### src/rtl/dct_trace_packer_if.sv
// Handshake bundle for dct_trace_packer: narrow trace items in, tagged packed words out.
interface dct_trace_packer_if #(
  parameter int ITEM_W  = 6,
  parameter int ITEMS   = 5,
  parameter int COUNT_W = 4
);
  logic [ITEM_W-1:0]       item_data;
  logic                    item_valid;
  logic                    item_ready;
  logic [ITEM_W*ITEMS-1:0] dct_buffer;
  logic [COUNT_W-1:0]      dct_count;
  logic                    dct_valid;
  logic                    dct_ready;

  // master: trace source plus word consumer; slave: the packer itself
  modport master (
    output item_data, item_valid, dct_ready,
    input  item_ready, dct_buffer, dct_count, dct_valid
  );

  modport slave (
    input  item_data, item_valid, dct_ready,
    output item_ready, dct_buffer, dct_count, dct_valid
  );
endinterface

### src/rtl/dct_trace_packer.sv
// Packs ITEM_W-bit trace items into count-tagged words, queues them in a FWFT FIFO and
// flushes/drains on test_ending. Define DCT_TRACE_PACKER_LOSSY_EN to drop instead of stall.
module dct_trace_packer #(
  parameter int ITEM_W     = 6,
  parameter int ITEMS      = 5,
  parameter int COUNT_W    = 4,
  parameter int FIFO_DEPTH = 4
) (
  input  logic                 clk,
  input  logic                 reset,
  dct_trace_packer_if.slave    bus,
  input  logic                 test_ending,
  output logic                 test_has_ended
`ifdef DCT_TRACE_PACKER_LOSSY_EN
  ,
  output logic [15:0]          drop_count
`endif
);
  localparam int DCT_W  = ITEM_W * ITEMS;
  localparam int PTR_W  = $clog2(FIFO_DEPTH);
  localparam int FCNT_W = $clog2(FIFO_DEPTH + 1);
  localparam logic [COUNT_W-1:0] ITEMS_C = COUNT_W'(ITEMS);

  typedef enum logic [1:0] {
    ST_RUN,
    ST_FLUSH,
    ST_DRAIN,
    ST_DONE
  } state_t;

  state_t state_q, state_d;

  logic               te_q;
  logic               te_rise;
  logic [DCT_W-1:0]   pack_q, pack_d;
  logic [COUNT_W-1:0] pack_cnt_q, pack_cnt_d;
  logic               word_full;
  logic               item_ready_c;
  logic               accept;
  logic               push;
  logic               pop;
  logic               can_push;

  logic [DCT_W-1:0]   mem_data [FIFO_DEPTH];
  logic [COUNT_W-1:0] mem_cnt  [FIFO_DEPTH];
  logic [PTR_W-1:0]   wr_ptr, rd_ptr;
  logic [FCNT_W-1:0]  fifo_count;
  logic               fifo_full;
  logic               head_valid;

  assign te_rise    = test_ending & ~te_q;
  assign word_full  = (pack_cnt_q == ITEMS_C);
  assign fifo_full  = (fifo_count == FCNT_W'(FIFO_DEPTH));
  assign head_valid = (fifo_count != '0);
  assign pop        = head_valid & bus.dct_ready;
  // a pop in the same cycle frees the slot the push lands in
  assign can_push   = ~fifo_full | pop;

  always_ff @(posedge clk or posedge reset) begin
    if (reset) begin
      state_q <= ST_RUN;
      te_q    <= 1'b0;
    end else begin
      state_q <= state_d;
      te_q    <= test_ending;
    end
  end

  always_comb begin
    state_d      = state_q;
    push         = 1'b0;
    item_ready_c = 1'b0;
    unique case (state_q)
      ST_RUN: begin
        push = word_full & can_push;
`ifdef DCT_TRACE_PACKER_LOSSY_EN
        item_ready_c = 1'b1;
`else
        item_ready_c = ~word_full | push;
`endif
        if (te_rise) state_d = ST_FLUSH;
      end
      ST_FLUSH: begin
        if (pack_cnt_q == '0) begin
          state_d = ST_DRAIN;
        end else if (can_push) begin
          push    = 1'b1;
          state_d = ST_DRAIN;
        end
      end
      ST_DRAIN: begin
        if (fifo_count == '0) state_d = ST_DONE;
      end
      ST_DONE: begin
        state_d = ST_DONE;
      end
      default: begin
        state_d = ST_RUN;
      end
    endcase
  end

  // in lossy mode item_ready stays high, so a full word that cannot move gates acceptance here
  assign accept         = bus.item_valid & item_ready_c & (~word_full | push);
  assign bus.item_ready = item_ready_c;

  always_comb begin
    pack_d     = pack_q;
    pack_cnt_d = pack_cnt_q;
    if (push) begin
      pack_d     = '0;
      pack_cnt_d = '0;
    end
    if (accept) begin
      for (int unsigned i = 0; i < ITEMS; i++) begin
        if (32'(pack_cnt_d) == i) pack_d[i*ITEM_W +: ITEM_W] = bus.item_data;
      end
      pack_cnt_d = pack_cnt_d + COUNT_W'(1);
    end
  end

  always_ff @(posedge clk or posedge reset) begin
    if (reset) begin
      pack_q     <= '0;
      pack_cnt_q <= '0;
    end else begin
      pack_q     <= pack_d;
      pack_cnt_q <= pack_cnt_d;
    end
  end

  // storage needs no reset: the head is masked to zero whenever the FIFO is empty
  always_ff @(posedge clk) begin
    if (push) begin
      mem_data[wr_ptr] <= pack_q;
      mem_cnt[wr_ptr]  <= pack_cnt_q;
    end
  end

  always_ff @(posedge clk or posedge reset) begin
    if (reset) begin
      wr_ptr     <= '0;
      rd_ptr     <= '0;
      fifo_count <= '0;
    end else begin
      if (push) wr_ptr <= wr_ptr + PTR_W'(1);
      if (pop)  rd_ptr <= rd_ptr + PTR_W'(1);
      unique case ({push, pop})
        2'b10:   fifo_count <= fifo_count + FCNT_W'(1);
        2'b01:   fifo_count <= fifo_count - FCNT_W'(1);
        default: fifo_count <= fifo_count;
      endcase
    end
  end

  assign bus.dct_valid  = head_valid;
  assign bus.dct_buffer = head_valid ? mem_data[rd_ptr] : '0;
  assign bus.dct_count  = head_valid ? mem_cnt[rd_ptr]  : '0;
  assign test_has_ended = (state_q == ST_DONE);

`ifdef DCT_TRACE_PACKER_LOSSY_EN
  logic drop;
  assign drop = bus.item_valid & item_ready_c & word_full & ~push;

  always_ff @(posedge clk or posedge reset) begin
    if (reset) begin
      drop_count <= '0;
    end else if (drop && drop_count != '1) begin
      drop_count <= drop_count + 16'd1;
    end
  end
`endif

endmodule

### src/flat_wrapper.sv
// flat-port wrapper written by rule: the top's interface ports become plain ports
module dct_trace_packer_flat 
#(
  parameter int ITEM_W     = 6,
  parameter int ITEMS      = 5,
  parameter int COUNT_W    = 4,
  parameter int FIFO_DEPTH = 4
)
  (clk, reset, test_ending, test_has_ended, bus_item_data, bus_item_valid, bus_dct_ready, bus_item_ready, bus_dct_buffer, bus_dct_count, bus_dct_valid);
  dct_trace_packer_if #(.ITEM_W(ITEM_W), .ITEMS(ITEMS), .COUNT_W(COUNT_W)) bus_i ();
  input  logic clk;
  input  logic reset;
  input  logic test_ending;
  output logic test_has_ended;
  input wire logic [$bits(bus_i.item_data)-1:0] bus_item_data;
  input wire logic [$bits(bus_i.item_valid)-1:0] bus_item_valid;
  input wire logic [$bits(bus_i.dct_ready)-1:0] bus_dct_ready;
  output wire logic [$bits(bus_i.item_ready)-1:0] bus_item_ready;
  output wire logic [$bits(bus_i.dct_buffer)-1:0] bus_dct_buffer;
  output wire logic [$bits(bus_i.dct_count)-1:0] bus_dct_count;
  output wire logic [$bits(bus_i.dct_valid)-1:0] bus_dct_valid;
  assign bus_i.item_data = bus_item_data;
  assign bus_i.item_valid = bus_item_valid;
  assign bus_i.dct_ready = bus_dct_ready;
  assign bus_item_ready = bus_i.item_ready;
  assign bus_dct_buffer = bus_i.dct_buffer;
  assign bus_dct_count = bus_i.dct_count;
  assign bus_dct_valid = bus_i.dct_valid;
  dct_trace_packer #(.ITEM_W(ITEM_W), .ITEMS(ITEMS), .COUNT_W(COUNT_W), .FIFO_DEPTH(FIFO_DEPTH)) u_core (.clk(clk), .reset(reset), .bus(bus_i), .test_ending(test_ending), .test_has_ended(test_has_ended));
endmodule
### config.mk
export PLATFORM = sky130hd
export DESIGN_NAME = dct_trace_packer_flat
export DESIGN_NICKNAME = d
export VERILOG_FILES = /design/src/rtl/dct_trace_packer_if.sv /design/src/rtl/dct_trace_packer.sv /design/src/flat_wrapper.sv
export SDC_FILE = /design/constraint.sdc
export NUM_CORES = 1
export LEC_CHECK = 0
export ABC_AREA = 1
export BUFFER_PORTS_ARGS = -buffer_cell sky130_fd_sc_hd__buf_2
export CORE_MARGIN = 3
export CORE_UTILIZATION = 30
export CTS_BUF_LIST = sky130_fd_sc_hd__clkbuf_16
export CTS_CLUSTER_DIAMETER = 40
export DETAILED_ROUTE_END_ITERATION = 8
export PLACE_DENSITY_LB_ADDON = 0.05
export SKIP_LAST_GASP = 1
export SLEW_MARGIN = 20
export SYNTH_ARGS = -nofsm -noshare
export SYNTH_HDL_FRONTEND = slang
export SYNTH_SLANG_ARGS = --single-unit
### constraint.sdc
create_clock -name clk -period 3.9 [get_ports clk]
set_input_delay 0.39 -clock clk [delete_from_list [all_inputs] [get_ports clk]]
set_output_delay 0.39 -clock clk [all_outputs]
set_load 0.03 [all_outputs]
==> Word-level counts from Yosys, hierarchy flattened <==
Memories as Yosys holds them, arrays and structs flattened.
Cells that the tools add are included.
{ "word_totals": {"register_bits": 44, "ram_bits": 136, "output_inout_bits": 37, "elab_cells": 69, "n_memories": 2} }
{ "memory_table": {"columns": ["memory", "depth", "word_bits", "read_ports", "rd_ports_with_merged_regs", "wr", "line", "rtl"], "rows": [
  ["u_core.mem_data", 4, 30, 1, 0, 1, "dct_trace_packer.sv:44", "logic [DCT_W-1:0] mem_data [FIFO_DEPTH];"],
  ["u_core.mem_cnt", 4, 4, 1, 0, 1, "dct_trace_packer.sv:45", "logic [COUNT_W-1:0] mem_cnt [FIFO_DEPTH];"]
]} }
{ "classes": {"n_addsub": 5, "eq_ne": 14, "muxes": 23, "bitwise": 11, "n_reduce_logical": 7} }
{ "op_table": {"columns": ["operator", "count"], "rows": [
  ["$mux 30", 3],
  ["$mux 6", 5],
  ["$mux 4", 3],
  ["$eq 4x2->1 const B", 2],
  ["$eq 4x3->1 const B", 2],
  ["$logic_not 4->1", 2],
  ["$mux 2", 4],
  ["$pmux 2 s4", 1],
  ["$eq 2x2->1 const B", 3],
  ["$pmux 3 s2", 1],
  ["$and 1x1->1", 5],
  ["$mux 1", 5],
  ["$add 2x1->2 const B", 2],
  ["$add 4x1->4 const B", 1],
  ["$eq 2x1->1 const B", 2],
  ["$eq 4x1->1 const B", 1],
  ["$ne 2x1->1 const B", 2],
  ["$add 3x1->3 const B", 1],
  ["$eq 3x3->1 const B", 1],
  ["$logic_not 3->1", 1],
  ["$ne 3x1->1 const B", 1],
  ["$not 1->1", 3],
  ["$or 1x1->1", 3],
  ["$reduce_and 3->1", 1],
  ["other kinds (5)", 5]
]} }

==> Logic depth before layout (Yosys ltp) <==
{ "depth": {"word_depth": 10, "mapped_depth": 13, "depth_no_buf": 11} }

==> Worst setup path after synthesis <==
No wires, ideal clock.
{ "synth_path": {"kind": "reg2reg", "start": "reg u_core.pack_cnt_q[0]", "end": "mem u_core.mem_cnt[0][0] (enable)", "setup_ns": 0.425, "arrival_time_ns": 2.447, "t_required_ns": 3.475, "setup_slack_ns": 1.028, "stages_incl_launch_ff": 9, "n_path_buf": 2, "cell_sequence": "dfrtp_1 -> buf_2 -> nor2_1 -> nand2_1 -> nand2_1 -> nand2_1 -> nand2_1 -> buf_4 -> nor2_1"} }
{ "synth_via": {"elab_chain_len": 5} }
{ "synth_rtl": {"columns": ["element", "line", "rtl"], "rows": [
  ["from (decl)", "dct_trace_packer.sv:36", "logic [COUNT_W-1:0] pack_cnt_q, pack_cnt_d;"],
  ["from (signal assigned)", "dct_trace_packer.sv:128", "pack_cnt_q <= pack_cnt_d;"],
  ["$eq 4x3->1 / $logic_not 4->1 (equally long branches)", "dct_trace_packer.sv:52, dct_trace_packer.sv:84", null],
  ["$and 1x1->1 / $mux 1 (equally long branches)", "dct_trace_packer.sv:75, dct_trace_packer.sv:84", null],
  ["$pmux 1 s2 *", "dct_trace_packer.sv:73", "unique case (state_q)"],
  ["$mux 1 *", "dct_trace_packer.sv:134", "if (push) begin"],
  ["$mux 1 (implied by the code) *", "dct_trace_packer.sv:136", "mem_cnt[wr_ptr] <= pack_cnt_q;"],
  ["to (decl)", "dct_trace_packer.sv:45", null]
]} }
Mark *: on every way between the ends. The rest lies on a longest branch, timed or not.

==> Final worst setup path <==
{ "layout_path": {"start": "reg u_core.rd_ptr[1]", "end": "out bus_dct_buffer[13]"} }
{ "layout_via": {"elab_chain_len": 2} }
{ "layout_rtl": {"columns": ["element", "line", "rtl"], "rows": [
  ["from (decl)", "dct_trace_packer.sv:46", "logic [PTR_W-1:0] wr_ptr, rd_ptr;"],
  ["from (signal assigned)", "dct_trace_packer.sv:147", "if (pop) rd_ptr <= rd_ptr + PTR_W'(1);"],
  ["$mem_v2 4x30", null, null],
  ["$mux 30", "dct_trace_packer.sv:157", "assign bus.dct_buffer = head_valid ? mem_data[rd_ptr] : '0;"],
  ["to (decl)", "flat_wrapper.sv:19", "output wire logic [$bits(bus_i.dct_buffer)-1:0] bus_dct_buffer;"]
]} }
No other way between the ends.

==> impl_summary.log <==
INFO  metric syn_nets = between 700 and 800
INFO  metric cts_made_buffers = 17
INFO  metric reg2reg_depth = 8
INFO  metric max_freq = about 0.34 GHz
INFO  metric die_width = around 160 um
INFO  metric grt_pass1_vias = 4905
INFO  metric grt_setup_unrepaired = false
INFO  metric timing.critical_path.slowest_stage_cell = clkinv_1
INFO  metric timing.clock.skew = between 0.01 and 0.015 ns
INFO  metric first_iter_violations = roughly 330
INFO  metric setup_total_negative_slack = 0 ns
INFO  metric leakagePower = between 3 and 4 nW
INFO  metric n_antenna_cell = 0
INFO  metric placement_rows = 57
INFO  metric worstMarginPinSlew = between 0.9 and 1 ns
INFO  metric postRouteWirelength = approximately 19 mm
INFO  metric io-pin-count = 48
INFO  metric core = 24500 um2
INFO  metric synth_flop_cell = edfxtp_1
INFO  metric yosysWarnings = 0
INFO  metric synth-edff-count = ~140
INFO  metric layout.nets = slightly below 800
INFO  metric post-route-period-util = between 70 and 80%
INFO  metric post_synth_instance_area = 7550 um2
INFO  metric ys_async_sr_fraction = 24.4%
INFO  metric post-synth-top-count-cell = nor2_1
INFO  metric post_dp_cell_area = ~8200 um2
INFO  metric floorplan.initialDensity = between 30 and 40%
INFO  metric cts-root-buf = clkbuf_16
INFO  metric synth_largest_type_area_fraction = ~54%
INFO  metric path_buf_inv = 3
INFO  metric syn2layout_area_growth = 17.0%
INFO  metric synth-seq-area-share = 68.6%
INFO  metric slew_viol_final = 0
INFO  metric finalWorstPathRequiredPeriod = between 2 and 3 ns
INFO  metric clock_tree.htree_level_count = 4
INFO  metric synth.cells.most_frequent = nor2_1 (189), edfxtp_1 (136), nand2_1 (78)
INFO  metric ir_worst_vdd = 0.404 mV
INFO  metric total_half_perimeter_wirelength_after_legalization_and_detailed_placement = around 11 mm
INFO  metric worstSetupPathDepth = 6
INFO  metric setup.worst_path.start_class = register
INFO  metric synthDominantAreaCellType = edfxtp_1
INFO  metric synth_area_per_cell = around 11 um2
INFO  metric synthTopCellsByArea = edfxtp_1 (54%), dfrtp_1 (15%), nor2_1 (9.4%)
INFO  metric worstReg2RegEnd = u_core.pack_q[0]
INFO  metric timing.critical_path.cells = clkinv_1, buf_4, nor2_1, o21ai_0, a21oi_1, buf_2
INFO  metric detailedRoute.firstPassIterationCount = 4
INFO  metric timing.setup.critical_path_class = reg2out
INFO  metric ys_seq_elements = 180
INFO  metric slew_headroom = about 38%
INFO  metric crit_arrival = ~2.6 ns
INFO  metric crit_path_capture = bus_dct_buffer[13]
INFO  metric vias = about 5000
INFO  metric clkLatencyLatePin = ~0.42 ns
INFO  metric drive_above_1_share = between 10% and 20%
INFO  metric powerDensity = between 800 and 900 nW/um2
INFO  metric dp_cells = approximately 1100
INFO  metric cts.hold.buffers_added = 0
INFO  metric grt_max_degree = between 70 and 80
INFO  metric clockBufferDepth = 2
INFO  metric final_antenna_net_count = 0
INFO  metric clkSinkCount = 180
INFO  metric area_occupied_by_multi_input_gates = 2050 um2
INFO  metric startpoint = u_core.rd_ptr[1]
INFO  metric setup_violations = 0
INFO  metric run_status = complete, no violations
INFO  metric syn_inst = approximately 720
INFO  metric cp.required = 3.51 ns
INFO  metric critical_path_peak_fanout = 19
INFO  metric grtUsageTotal = between 10 and 15%
INFO  metric vias_per_cell = approximately 4.6
INFO  metric port_buffers = 47
INFO  metric gr-total-overflow = 0
INFO  metric critical_path.endpoint_type = primary output
INFO  metric place.gp.congestion = a little over 0.7
INFO  metric remaining_drc_errors = 0
INFO  metric timing.reg2reg.setup_slack = between 1 and 1.5 ns
INFO  metric wire_per_inst = about 17 um
INFO  metric number_of_antenna_violations_at_the_first_check_in_global_routing = 0
INFO  metric filler_cell_count = between 2000 and 2500
INFO  metric post_layout_nonfiller_instances = about 1100
INFO  metric die_area = 27100 um2
INFO  metric timing.final.hold_violations = 0
INFO  metric cts.repair.resized = 0
INFO  metric worstReg2RegStart = u_core.state_q[1]
INFO  metric tritoncts_clock_tree = yes
INFO  metric critPathMaxStageDelay = 0.60 ns
INFO  metric finalInstanceArea = between 8000 and 9000 um2
INFO  metric crit_family = buffers and inverters
INFO  metric die_h = between 150 and 200 um
INFO  metric post_cts_buffers = 0
INFO  metric global_route_wire_length_before_repair = about 29 mm
INFO  metric seq_area = between 5000 and 6000 um2
INFO  metric clk_pin_slew_worst_paths = 0.07 ns
INFO  metric reported_max_cap_violation_count = 0
INFO  metric worst_hold_path_type = in2reg
INFO  metric number_of_distinct_standard_cells_referenced_by_the_synthesized_netlist = 25
[per-stage QoR]
| stage | setup WS [ns] | power, mW | util [%] | hold WS, ns |
|---|---|---|---|---|
| 3_5_place_dp | 1.19 | 5.75 | 33.5 | 0.508 |
| 3_3_place_gp | 1.25 | 5.71 | 33.5 | 0.502 |
| 4_1_cts | 0.891 | 7.60 | 36.0 | 0.0719 |
| 5_1_grt | 0.762 | 8.02 | 36.0 | 0.0760 |
| 6_report | 0.950 | 7.48 | 36.0 | 0.0930 |
| 2_1_floorplan | 1.03 | 4.82 | - | 0.421 |
[logic make-up after synthesis]
logic type,count (synthesis),synth area share [%]
AOI/OAI and AO/OA,112,7.59
xor gates and xnor gates,6,0.696
adders and majority gates,6,1.09
buffers and inverters,91,4.72
DFF,180,68.6
and+or+nand+nor,321,17.3
[sequential cells by signal, summed over array words and instances (netlist names)]
name	count
u_core.mem_data	120
u_core.rd_ptr	2
u_core.fifo_count	3
u_core.state_q	2
u_core.pack_cnt_q	4
u_core.wr_ptr	2
u_core.te_q	1
u_core.mem_cnt	16
u_core.pack_q	30
[report_power, final]
group / switching (mW) / total, mW / leakage [nW] / internal (mW)
Combinational: 2.06 / 2.84 / 1.32 / 0.782
Clock: 0.751 / 1.83 / 0.313 / 1.08
Sequential: 0.299 / 2.80 / 1.81 / 2.50
[final cells by class]
| type | instances | share of cell area, % |
|---|---|---|
| clock buffer | 17 | 4.81 |
| clock inverter | 15 | 2.28 |
| inverter | 57 | 2.45 |
| multi-input combinational | 445 | 23.2 |
| sequential | 180 | 58.7 |
| tap | 324 | 4.59 |
| timing repair buffer | 56 | 3.99 |
[worst min path at each step]
stage,from,endpoint,cells after the start
5_1_grt,test_ending,u_core.te_q,1
3_3_place_gp,u_core.pack_q[13],u_core.mem_data[2][13],0
4_1_cts,test_ending,u_core.te_q,1
6_report,test_ending,u_core.te_q,1
3_5_place_dp,u_core.pack_q[13],u_core.mem_data[2][13],0
2_1_floorplan,test_ending,u_core.te_q,0
[layout by cell type, fill, tap and decap left out, drive strengths merged]
| cell type | count |
|---|---|
| clkbuf | 17 |
| nor2 | 194 |
| nand4 | 12 |
| inv | 60 |
| bufinv | 4 |
| o21ai | 76 |
| ha | 5 |
| nand2 | 78 |
| nand3 | 36 |
| xor2 | 4 |
| xnor2 | 2 |
| buf | 56 |
| o22ai | 1 |
| fa | 1 |
| dfrtp | 44 |
| nor3 | 1 |
| edfxtp | 136 |
| clkinv | 8 |
| a21oi | 35 |
[metal layers]
layer | vias to the layer above | GRT usage [%] | wire length, um
met4 | 0 | 4.16 | 233
met3 | 15 | 2.11 | 485
met5 | - | 0 | 0
met1 | 2412 | 19.8 | 8930
li1 | 2482 | - | -
met2 | 70 | 24.3 | 9040
Note: power is estimated with default switching activity, not from simulation.
